--- src/rtl/exec_seq_ctrl_pkg.sv ---
// -----------------------------------------------------------------------------
// exec_seq_ctrl_pkg
// Shared definitions for the multi-cycle execution sequencer:
//   - state_e     : 3-bit sequencer state encoding (IDLE=0 ... HALT=7)
//   - HALT_*      : halt reason codes reported on halt_code_o
//   - RETIRE_W_DEF: default width of the retired-instruction counter
//   - is_wait_state(): true for the two states that wait on a memory response
// The PC reset value is not defined here; it stays in the global defines.
// -----------------------------------------------------------------------------
package exec_seq_ctrl_pkg;

  typedef enum logic [2:0] {
    ST_IDLE    = 3'd0,
    ST_FETCH   = 3'd1,
    ST_WAIT_I  = 3'd2,
    ST_EXEC    = 3'd3,
    ST_MEM_REQ = 3'd4,
    ST_WAIT_D  = 3'd5,
    ST_WB      = 3'd6,
    ST_HALT    = 3'd7
  } state_e;

  localparam logic [1:0] HALT_NONE   = 2'd0;
  localparam logic [1:0] HALT_EBREAK = 2'd1;
  localparam logic [1:0] HALT_FAULT  = 2'd2;
  localparam logic [1:0] HALT_WDT    = 2'd3;

  localparam int unsigned RETIRE_W_DEF = 64;

  function automatic logic is_wait_state(input state_e st);
    return (st == ST_WAIT_I) || (st == ST_WAIT_D);
  endfunction

endpackage

--- src/rtl/exec_seq_ctrl_if.sv ---
// -----------------------------------------------------------------------------
// exec_seq_ctrl_if
// Memory-side handshakes of the sequencer: IFU fetch request/response, the IR
// latch enable and the LSU data request/response. Signal suffixes are from
// the sequencer's point of view.
//   master : the sequencer (drives request valids and the IR latch enable)
//   slave  : the IFU/LSU/IR side
// -----------------------------------------------------------------------------
interface exec_seq_ctrl_if;

  logic ifu_req_valid_o;
  logic ifu_req_ready_i;
  logic ifu_rsp_valid_i;
  logic ifu_rsp_err_i;
  logic inst_latch_en_o;
  logic lsu_req_valid_o;
  logic lsu_req_ready_i;
  logic lsu_rsp_valid_i;
  logic lsu_rsp_err_i;

  modport master (
    output ifu_req_valid_o,
    input  ifu_req_ready_i,
    input  ifu_rsp_valid_i,
    input  ifu_rsp_err_i,
    output inst_latch_en_o,
    output lsu_req_valid_o,
    input  lsu_req_ready_i,
    input  lsu_rsp_valid_i,
    input  lsu_rsp_err_i
  );

  modport slave (
    input  ifu_req_valid_o,
    output ifu_req_ready_i,
    output ifu_rsp_valid_i,
    output ifu_rsp_err_i,
    input  inst_latch_en_o,
    input  lsu_req_valid_o,
    output lsu_req_ready_i,
    output lsu_rsp_valid_i,
    output lsu_rsp_err_i
  );

endinterface

--- src/rtl/exec_seq_wdt.sv ---
// -----------------------------------------------------------------------------
// exec_seq_wdt
// Memory-response watchdog. The counter is cleared on entry to a wait state
// and counts each further cycle spent waiting. expired_o is raised while
// waiting with the count equal to WDT_LIMIT; the sequencer gives a response
// seen in that same cycle priority over the timeout.
// Only instantiated when EXEC_SEQ_CTRL_WDT_EN is defined.
// Ports:
//   clk_i, rst_i : clock, synchronous active-high reset
//   clear_i      : sequencer enters WAIT_I or WAIT_D at the next edge
//   waiting_i    : sequencer currently in WAIT_I or WAIT_D
//   expired_o    : wait has lasted WDT_LIMIT cycles past entry
// -----------------------------------------------------------------------------
module exec_seq_wdt #(
  parameter int unsigned WDT_LIMIT = 1023,
  parameter int unsigned WDT_W     = 10
) (
  input  logic clk_i,
  input  logic rst_i,
  input  logic clear_i,
  input  logic waiting_i,
  output logic expired_o
);

  localparam logic [WDT_W-1:0] LIMIT_C = WDT_W'(WDT_LIMIT);
  localparam logic [WDT_W-1:0] ONE_C   = {{(WDT_W-1){1'b0}}, 1'b1};

  logic [WDT_W-1:0] cnt_q;
  logic [WDT_W-1:0] cnt_d;
  logic             at_limit_s;

  assign at_limit_s = (cnt_q == LIMIT_C);

  // Next count: clear on entry, count while waiting, saturate at the limit.
  always_comb begin
    cnt_d = cnt_q;
    if (clear_i) begin
      cnt_d = '0;
    end else if (waiting_i && !at_limit_s) begin
      cnt_d = cnt_q + ONE_C;
    end else begin
      cnt_d = cnt_q;
    end
  end

  // Counter register.
  always_ff @(posedge clk_i) begin
    if (rst_i) begin
      cnt_q <= '0;
    end else begin
      cnt_q <= cnt_d;
    end
  end

  assign expired_o = waiting_i && at_limit_s;

endmodule

--- src/rtl/exec_seq_ctrl.sv ---
// -----------------------------------------------------------------------------
// exec_seq_ctrl
// Multi-cycle sequencer: FETCH -> WAIT_I -> EXEC -> [MEM_REQ -> WAIT_D] -> WB,
// retiring one instruction per pass; halts on ebreak or access fault.
// Optional memory-response watchdog: define EXEC_SEQ_CTRL_WDT_EN.
// Ports:
//   clk_i, rst_i      : clock, synchronous active-high reset
//   bus (master)      : IFU/LSU handshakes and IR latch enable
//   idu_is_load_i     : decoded load        (sampled in EXEC)
//   idu_is_store_i    : decoded store       (sampled in EXEC)
//   idu_is_ebreak_i   : decoded ebreak      (sampled in EXEC, highest priority)
//   wb_en_o           : one-cycle commit pulse (PC unit and register file)
//   busy_o            : not IDLE and not HALT
//   halt_o            : core halted
//   halt_code_o       : 0 none, 1 ebreak, 2 access fault, 3 watchdog
//   retired_o         : committed instruction count (wraps)
// All outputs except inst_latch_en_o are registered from the next state, so
// they follow the state register without decode glitches.
// -----------------------------------------------------------------------------
module exec_seq_ctrl
  import exec_seq_ctrl_pkg::*;
#(
  parameter int unsigned RETIRE_W  = RETIRE_W_DEF,
  parameter int unsigned WDT_LIMIT = 1023,
  parameter int unsigned WDT_W     = 10
) (
  input  logic                clk_i,
  input  logic                rst_i,
  exec_seq_ctrl_if.master     bus,
  input  logic                idu_is_load_i,
  input  logic                idu_is_store_i,
  input  logic                idu_is_ebreak_i,
  output logic                wb_en_o,
  output logic                busy_o,
  output logic                halt_o,
  output logic [1:0]          halt_code_o,
  output logic [RETIRE_W-1:0] retired_o
);

  localparam logic [RETIRE_W-1:0] RETIRE_ONE_C = {{(RETIRE_W-1){1'b0}}, 1'b1};

  state_e              state_q;
  state_e              state_d;
  logic [1:0]          halt_code_q;
  logic [1:0]          halt_code_d;
  logic [RETIRE_W-1:0] retired_q;
  logic                ifu_req_valid_q;
  logic                lsu_req_valid_q;
  logic                wb_en_q;
  logic                busy_q;
  logic                halt_q;
  logic                inst_latch_en_s;
  logic                wdt_expired_s;

`ifdef EXEC_SEQ_CTRL_WDT_EN
  logic wdt_clear_s;
  logic wdt_waiting_s;

  assign wdt_waiting_s = is_wait_state(state_q);
  assign wdt_clear_s   = (state_d != state_q) && is_wait_state(state_d);

  exec_seq_wdt #(
    .WDT_LIMIT (WDT_LIMIT),
    .WDT_W     (WDT_W)
  ) u_wdt (
    .clk_i     (clk_i),
    .rst_i     (rst_i),
    .clear_i   (wdt_clear_s),
    .waiting_i (wdt_waiting_s),
    .expired_o (wdt_expired_s)
  );
`else
  // Waits are unbounded; the watchdog parameters only matter when it is built.
  logic unused_wdt_cfg_s;
  assign unused_wdt_cfg_s = (WDT_LIMIT < (32'd1 << WDT_W));
  assign wdt_expired_s    = 1'b0;
`endif

  // Next-state, halt reason and IR latch enable.
  always_comb begin
    state_d         = state_q;
    halt_code_d     = halt_code_q;
    inst_latch_en_s = 1'b0;
    case (state_q)
      ST_IDLE: begin
        state_d = ST_FETCH;
      end
      ST_FETCH: begin
        if (bus.ifu_req_ready_i) begin
          state_d = ST_WAIT_I;
        end else begin
          state_d = ST_FETCH;
        end
      end
      ST_WAIT_I: begin
        // A response wins over a watchdog timeout in the same cycle.
        if (bus.ifu_rsp_valid_i) begin
          if (bus.ifu_rsp_err_i) begin
            state_d     = ST_HALT;
            halt_code_d = HALT_FAULT;
          end else begin
            state_d         = ST_EXEC;
            inst_latch_en_s = 1'b1;
          end
        end else if (wdt_expired_s) begin
          state_d     = ST_HALT;
          halt_code_d = HALT_WDT;
        end else begin
          state_d = ST_WAIT_I;
        end
      end
      ST_EXEC: begin
        // ebreak halts without commit so the PC keeps the ebreak address.
        if (idu_is_ebreak_i) begin
          state_d     = ST_HALT;
          halt_code_d = HALT_EBREAK;
        end else if (idu_is_load_i || idu_is_store_i) begin
          state_d = ST_MEM_REQ;
        end else begin
          state_d = ST_WB;
        end
      end
      ST_MEM_REQ: begin
        if (bus.lsu_req_ready_i) begin
          state_d = ST_WAIT_D;
        end else begin
          state_d = ST_MEM_REQ;
        end
      end
      ST_WAIT_D: begin
        if (bus.lsu_rsp_valid_i) begin
          if (bus.lsu_rsp_err_i) begin
            state_d     = ST_HALT;
            halt_code_d = HALT_FAULT;
          end else begin
            state_d = ST_WB;
          end
        end else if (wdt_expired_s) begin
          state_d     = ST_HALT;
          halt_code_d = HALT_WDT;
        end else begin
          state_d = ST_WAIT_D;
        end
      end
      ST_WB: begin
        state_d = ST_FETCH;
      end
      ST_HALT: begin
        state_d = ST_HALT;
      end
      default: begin
        state_d = ST_IDLE;
      end
    endcase
  end

  // State, halt code and retire counter.
  always_ff @(posedge clk_i) begin
    if (rst_i) begin
      state_q     <= ST_IDLE;
      halt_code_q <= HALT_NONE;
      retired_q   <= '0;
    end else begin
      state_q     <= state_d;
      halt_code_q <= halt_code_d;
      if (state_q == ST_WB) begin
        retired_q <= retired_q + RETIRE_ONE_C;
      end else begin
        retired_q <= retired_q;
      end
    end
  end

  // Moore outputs registered from the next state.
  always_ff @(posedge clk_i) begin
    if (rst_i) begin
      ifu_req_valid_q <= 1'b0;
      lsu_req_valid_q <= 1'b0;
      wb_en_q         <= 1'b0;
      busy_q          <= 1'b0;
      halt_q          <= 1'b0;
    end else begin
      ifu_req_valid_q <= (state_d == ST_FETCH);
      lsu_req_valid_q <= (state_d == ST_MEM_REQ);
      wb_en_q         <= (state_d == ST_WB);
      busy_q          <= (state_d != ST_IDLE) && (state_d != ST_HALT);
      halt_q          <= (state_d == ST_HALT);
    end
  end

  assign bus.ifu_req_valid_o = ifu_req_valid_q;
  assign bus.lsu_req_valid_o = lsu_req_valid_q;
  // The IR capture must happen in the response cycle, so it stays
  // combinational; it is masked while reset is applied.
  assign bus.inst_latch_en_o = inst_latch_en_s & ~rst_i;
  assign wb_en_o             = wb_en_q;
  assign busy_o              = busy_q;
  assign halt_o              = halt_q;
  assign halt_code_o         = halt_code_q;
  assign retired_o           = retired_q;

endmodule

--- src/flat_wrapper.sv ---
// flat-port wrapper written by rule: the top's interface ports become plain ports
module exec_seq_ctrl_flat import exec_seq_ctrl_pkg::*;
#(
  parameter int unsigned RETIRE_W  = RETIRE_W_DEF,
  parameter int unsigned WDT_LIMIT = 1023,
  parameter int unsigned WDT_W     = 10
)
  (clk_i, rst_i, idu_is_load_i, idu_is_store_i, idu_is_ebreak_i, wb_en_o, busy_o, halt_o, halt_code_o, retired_o, bus_ifu_req_valid_o, bus_ifu_req_ready_i, bus_ifu_rsp_valid_i, bus_ifu_rsp_err_i, bus_inst_latch_en_o, bus_lsu_req_valid_o, bus_lsu_req_ready_i, bus_lsu_rsp_valid_i, bus_lsu_rsp_err_i);
  exec_seq_ctrl_if bus_i ();
  input  logic clk_i;
  input  logic rst_i;
  input  logic idu_is_load_i;
  input  logic idu_is_store_i;
  input  logic idu_is_ebreak_i;
  output logic wb_en_o;
  output logic busy_o;
  output logic halt_o;
  output logic [1:0] halt_code_o;
  output logic [RETIRE_W-1:0] retired_o;
  output wire logic [$bits(bus_i.ifu_req_valid_o)-1:0] bus_ifu_req_valid_o;
  input wire logic [$bits(bus_i.ifu_req_ready_i)-1:0] bus_ifu_req_ready_i;
  input wire logic [$bits(bus_i.ifu_rsp_valid_i)-1:0] bus_ifu_rsp_valid_i;
  input wire logic [$bits(bus_i.ifu_rsp_err_i)-1:0] bus_ifu_rsp_err_i;
  output wire logic [$bits(bus_i.inst_latch_en_o)-1:0] bus_inst_latch_en_o;
  output wire logic [$bits(bus_i.lsu_req_valid_o)-1:0] bus_lsu_req_valid_o;
  input wire logic [$bits(bus_i.lsu_req_ready_i)-1:0] bus_lsu_req_ready_i;
  input wire logic [$bits(bus_i.lsu_rsp_valid_i)-1:0] bus_lsu_rsp_valid_i;
  input wire logic [$bits(bus_i.lsu_rsp_err_i)-1:0] bus_lsu_rsp_err_i;
  assign bus_ifu_req_valid_o = bus_i.ifu_req_valid_o;
  assign bus_i.ifu_req_ready_i = bus_ifu_req_ready_i;
  assign bus_i.ifu_rsp_valid_i = bus_ifu_rsp_valid_i;
  assign bus_i.ifu_rsp_err_i = bus_ifu_rsp_err_i;
  assign bus_inst_latch_en_o = bus_i.inst_latch_en_o;
  assign bus_lsu_req_valid_o = bus_i.lsu_req_valid_o;
  assign bus_i.lsu_req_ready_i = bus_lsu_req_ready_i;
  assign bus_i.lsu_rsp_valid_i = bus_lsu_rsp_valid_i;
  assign bus_i.lsu_rsp_err_i = bus_lsu_rsp_err_i;
  exec_seq_ctrl #(.RETIRE_W(RETIRE_W), .WDT_LIMIT(WDT_LIMIT), .WDT_W(WDT_W)) u_core (.clk_i(clk_i), .rst_i(rst_i), .bus(bus_i), .idu_is_load_i(idu_is_load_i), .idu_is_store_i(idu_is_store_i), .idu_is_ebreak_i(idu_is_ebreak_i), .wb_en_o(wb_en_o), .busy_o(busy_o), .halt_o(halt_o), .halt_code_o(halt_code_o), .retired_o(retired_o));
endmodule
--- config.mk ---
export PLATFORM = sky130hd
export DESIGN_NAME = exec_seq_ctrl_flat
export DESIGN_NICKNAME = d
export VERILOG_FILES = /design/src/rtl/exec_seq_ctrl_pkg.sv /design/src/rtl/exec_seq_ctrl_if.sv /design/src/rtl/exec_seq_wdt.sv /design/src/rtl/exec_seq_ctrl.sv /design/src/flat_wrapper.sv
export SDC_FILE = /design/constraint.sdc
export NUM_CORES = 1
export LEC_CHECK = 0
export ABC_AREA = 1
export BUFFER_PORTS_ARGS = -buffer_cell sky130_fd_sc_hd__buf_2
export CAP_MARGIN = 20
export CORE_UTILIZATION = 40
export CTS_CLUSTER_SIZE = 8
export DETAILED_ROUTE_END_ITERATION = 8
export HOLD_SLACK_MARGIN = 0.06
export PLACE_DENSITY = 0.73
export SETUP_SLACK_MARGIN = 0.4
export SYNTH_ARGS = -nofsm -noshare
export SYNTH_HDL_FRONTEND = slang
export SYNTH_SLANG_ARGS = --single-unit
export TNS_END_PERCENT = 5
--- constraint.sdc ---
create_clock -name clk_i -period 2.7 [get_ports clk_i]
set_input_delay 0.54 -clock clk_i [delete_from_list [all_inputs] [get_ports clk_i]]
set_output_delay 0.54 -clock clk_i [all_outputs]
set_load 0.01 [all_outputs]
==> results.py <==
metrics = {
    "synth": {
        "ys_async_sr_fraction_pct": 0,
        "yosysSeqAreaShare_pct": 35.7,
        "synth_ff_type": "dfxtp_1",
        "yosysUniqueCellTypes": 36,
        "syn_inst": 657,
        "syn_area_per_cell_um2": 6.32,
        "syn_nets": 669,
        "synth.area.top_cells": "dfxtp_1 (36%), nand2_1 (14%), nor2_1 (12%)",
        "yosys.area.top_type": "dfxtp_1",
        "synth_top_area_share_pct": 35.7,
        "synth.cell_area_um2": 4150,
        "synth_edf_count": 0,
        "synth-seq-cells": 74,
        "yosysWarnings": 0,
    },
    "layout": {
        "final_cell_mix": "nand2_1 (151), nor2_1 (131), inv_1 (90)",
        "area_growth_pct": 17.8,
        "diodes": 0,
        "fill_cells": 1050,
        "final_common_cell": "nand2_1",
        "layout-drive-gt1-share_pct": 17.0,
        "ff_latch_area_um2": 1480,
        "nets": 754,
        "multi_input_area_um2": 2280,
    },
    "hold_path": {
        "min_from": "rst_i",
        "hold_depth": 2,
        "whs_endpoint": "u_core.halt_code_o[0]",
        "hold_path.class": "in -> reg",
    },
    "worst_setup_path": {
        "regToRegSetupSlack_ps": 820,
        "endpoint_kind": "output pin",
        "rr_worst_depth": 9,
        "start_kind": "flip-flop",
        "rr_startpoint": "u_core.retired_o[23]",
        "critical_path_required_ps": 2160,
        "path_class": "reg -> out",
        "critical_path.max_fanout": 9,
        "cp.arrival_ps": 1530,
        "r2r-end": "u_core.retired_o[55]",
    },
    "grt": {
        "antenna_found_initial": 0,
        "grtUsageTotal_pct": 22.7,
        "grt_first_pass_wirelength_mm": 19.9,
        "grt_overflow": 0,
        "grt_pass1_vias": 4126,
        "grt_max_degree": 39,
    },
    "drt": {
        "drt_iter0_markers": 279,
        "drc_errors": 0,
        "post_drt_wl_per_cell_um": 13.4,
        "wirelength_mm": 11.8,
        "dr.pass1.iters": 5,
        "vias": 4511,
        "antenna_left": 0,
        "viasPerCell": 5.13,
    },
    "job": {
        "cap_violations": 0,
    },
    "timing": {
        "final.min_clock_period_ps": 2070,
        "tightest_slew_ps": 448,
        "fin_tns_setup_ps": 0,
        "max_freq_mhz": 483,
        "setup_viol": 0,
        "skew_ps": 8.87,
        "hold_viol": 0,
        "period_share_pct": 76.7,
        "finalMaxSlewViolations": 0,
        "whs_ps": 415,
        "maxSlewHeadroom_pct": 69.8,
        "rsz0062_at_grt": "no",
    },
    "die": {
        "dieWidth_um": 104,
        "die_h_um": 104,
        "coreArea_um2": 9910,
        "start_util_pct": 41.9,
        "ios": 83,
        "rows": 36,
        "die_area_um2": 10800,
    },
    "clock_tree": {
        "clk_pin_slew_ps": 80,
        "htreeDepth": 3,
        "cts_tree": "done",
        "ctsHoldBuffers": 0,
        "root_buffer": "clkbuf_8",
        "post_cts_buffers": 0,
        "clk_latency_ps": 360,
        "cts.path.max_buffers": 2,
        "cts_sinks": 74,
        "postCtsResizedCells": 0,
        "cts_buffers": 9,
    },
    "placement": {
        "gp_congestion": 0.900,
        "hpwl_mm": 9.03,
        "portBuffers": 82,
    },
    "power": {
        "p_leak_nw": 2.18,
        "ir_worst_vdd_mv": 0.229,
        "powerDensity_nw_per_um2": 452,
    },
    "outcome": {
        "outcome": "completed",
    },
}
[through the flow]
stage | util (%) | power, W | worst slack [ps] | instances | cell area [µm²]
final | 49.4 | 0.00221 | 629 | 880 | 4890
after global routing | 49.4 | 0.00231 | 478 | 880 | 4890
after CTS | 49.4 | 0.00222 | 622 | 880 | 4890
after detailed placement | 47.4 | 0.00137 | 842 | 864 | 4700
after global placement | 47.4 | 0.00136 | 897 | 864 | 4700
after floorplan | - | 0.00132 | 967 | 657 | 4150
[synthesized netlist by cell type (5+ instances only)]
cell type  number
inv_1          90
nor2_2          8
clkbuf_1        5
dfxtp_1        74
nor3_1         18
o21ai_0        17
nand3_1        41
nand2_1       151
nand4_1        28
a21oi_1        40
nor2_1        131
o21a_1         11
[how the worst max path moves through the flow]
stage                      startpoint              endpoint  cells after the start
finish              u_core.state_q[1]   bus_inst_latch_en_o                      5
global route        u_core.state_q[1]   bus_inst_latch_en_o                      5
CTS                 u_core.state_q[1]   bus_inst_latch_en_o                      5
detailed placement  u_core.state_q[2]  u_core.retired_o[53]                      9
global placement    u_core.state_q[2]  u_core.retired_o[61]                      9
floorplan                       rst_i   bus_inst_latch_en_o                      3
[critical path, stage by stage (launching register included)]
cell	delay [ps]
dfxtp_1	520
nand2_1	90
nor2_1	180
nand2_1	100
nor3_1	140
buf_2	160
[sequential cells by signal (all words and copies together), names as in the netlist]
name,count
u_core.state_q,3
u_core.bus.lsu_req_valid_o,1
u_core.busy_o,1
u_core.halt_o,1
u_core.retired_o,64
u_core.bus.ifu_req_valid_o,1
u_core.halt_code_o,2
u_core.wb_en_o,1
[report_power, final]
group | switching, W | total (W) | internal (W)
registers | 0.0000309 | 0.00115 | 0.00112
logic | 0.000123 | 0.000194 | 0.0000709
clock network | 0.000441 | 0.000866 | 0.000425
total | 0.000596 | 0.00221 | 0.00162
[routing by layer]
| layer | global-route usage [%] | vias up | wire, µm |
|---|---|---|---|
| met5 | 0 | - | 0 |
| met4 | 9.08 | 0 | 241 |
| met3 | 2.63 | 20 | 682 |
| met2 | 36.3 | 166 | 5350 |
| met1 | 31.2 | 2039 | 5550 |
| li1 | - | 2286 | - |
[final cells by class]
class	instances	area share (%)
multi-input combinational	480	46.5
sequential	74	30.3
timing repair buffer	84	8.69
inverter	93	7.16
tap	133	3.40
clock buffer	9	2.53
clock inverter	7	1.43
[kinds of logic after synthesis]
family	Yosys count	share of synthesized area (%)
AO/OA/AOI/OAI	71	9.43
buffers and inverters	103	9.52
adder cells (fa/ha/maj)	1	0.301
AND/OR/NAND/NOR	403	44.0
XOR/XNOR	5	1.05
flip-flops	74	35.7
Power figures use the tool's default switching activity.
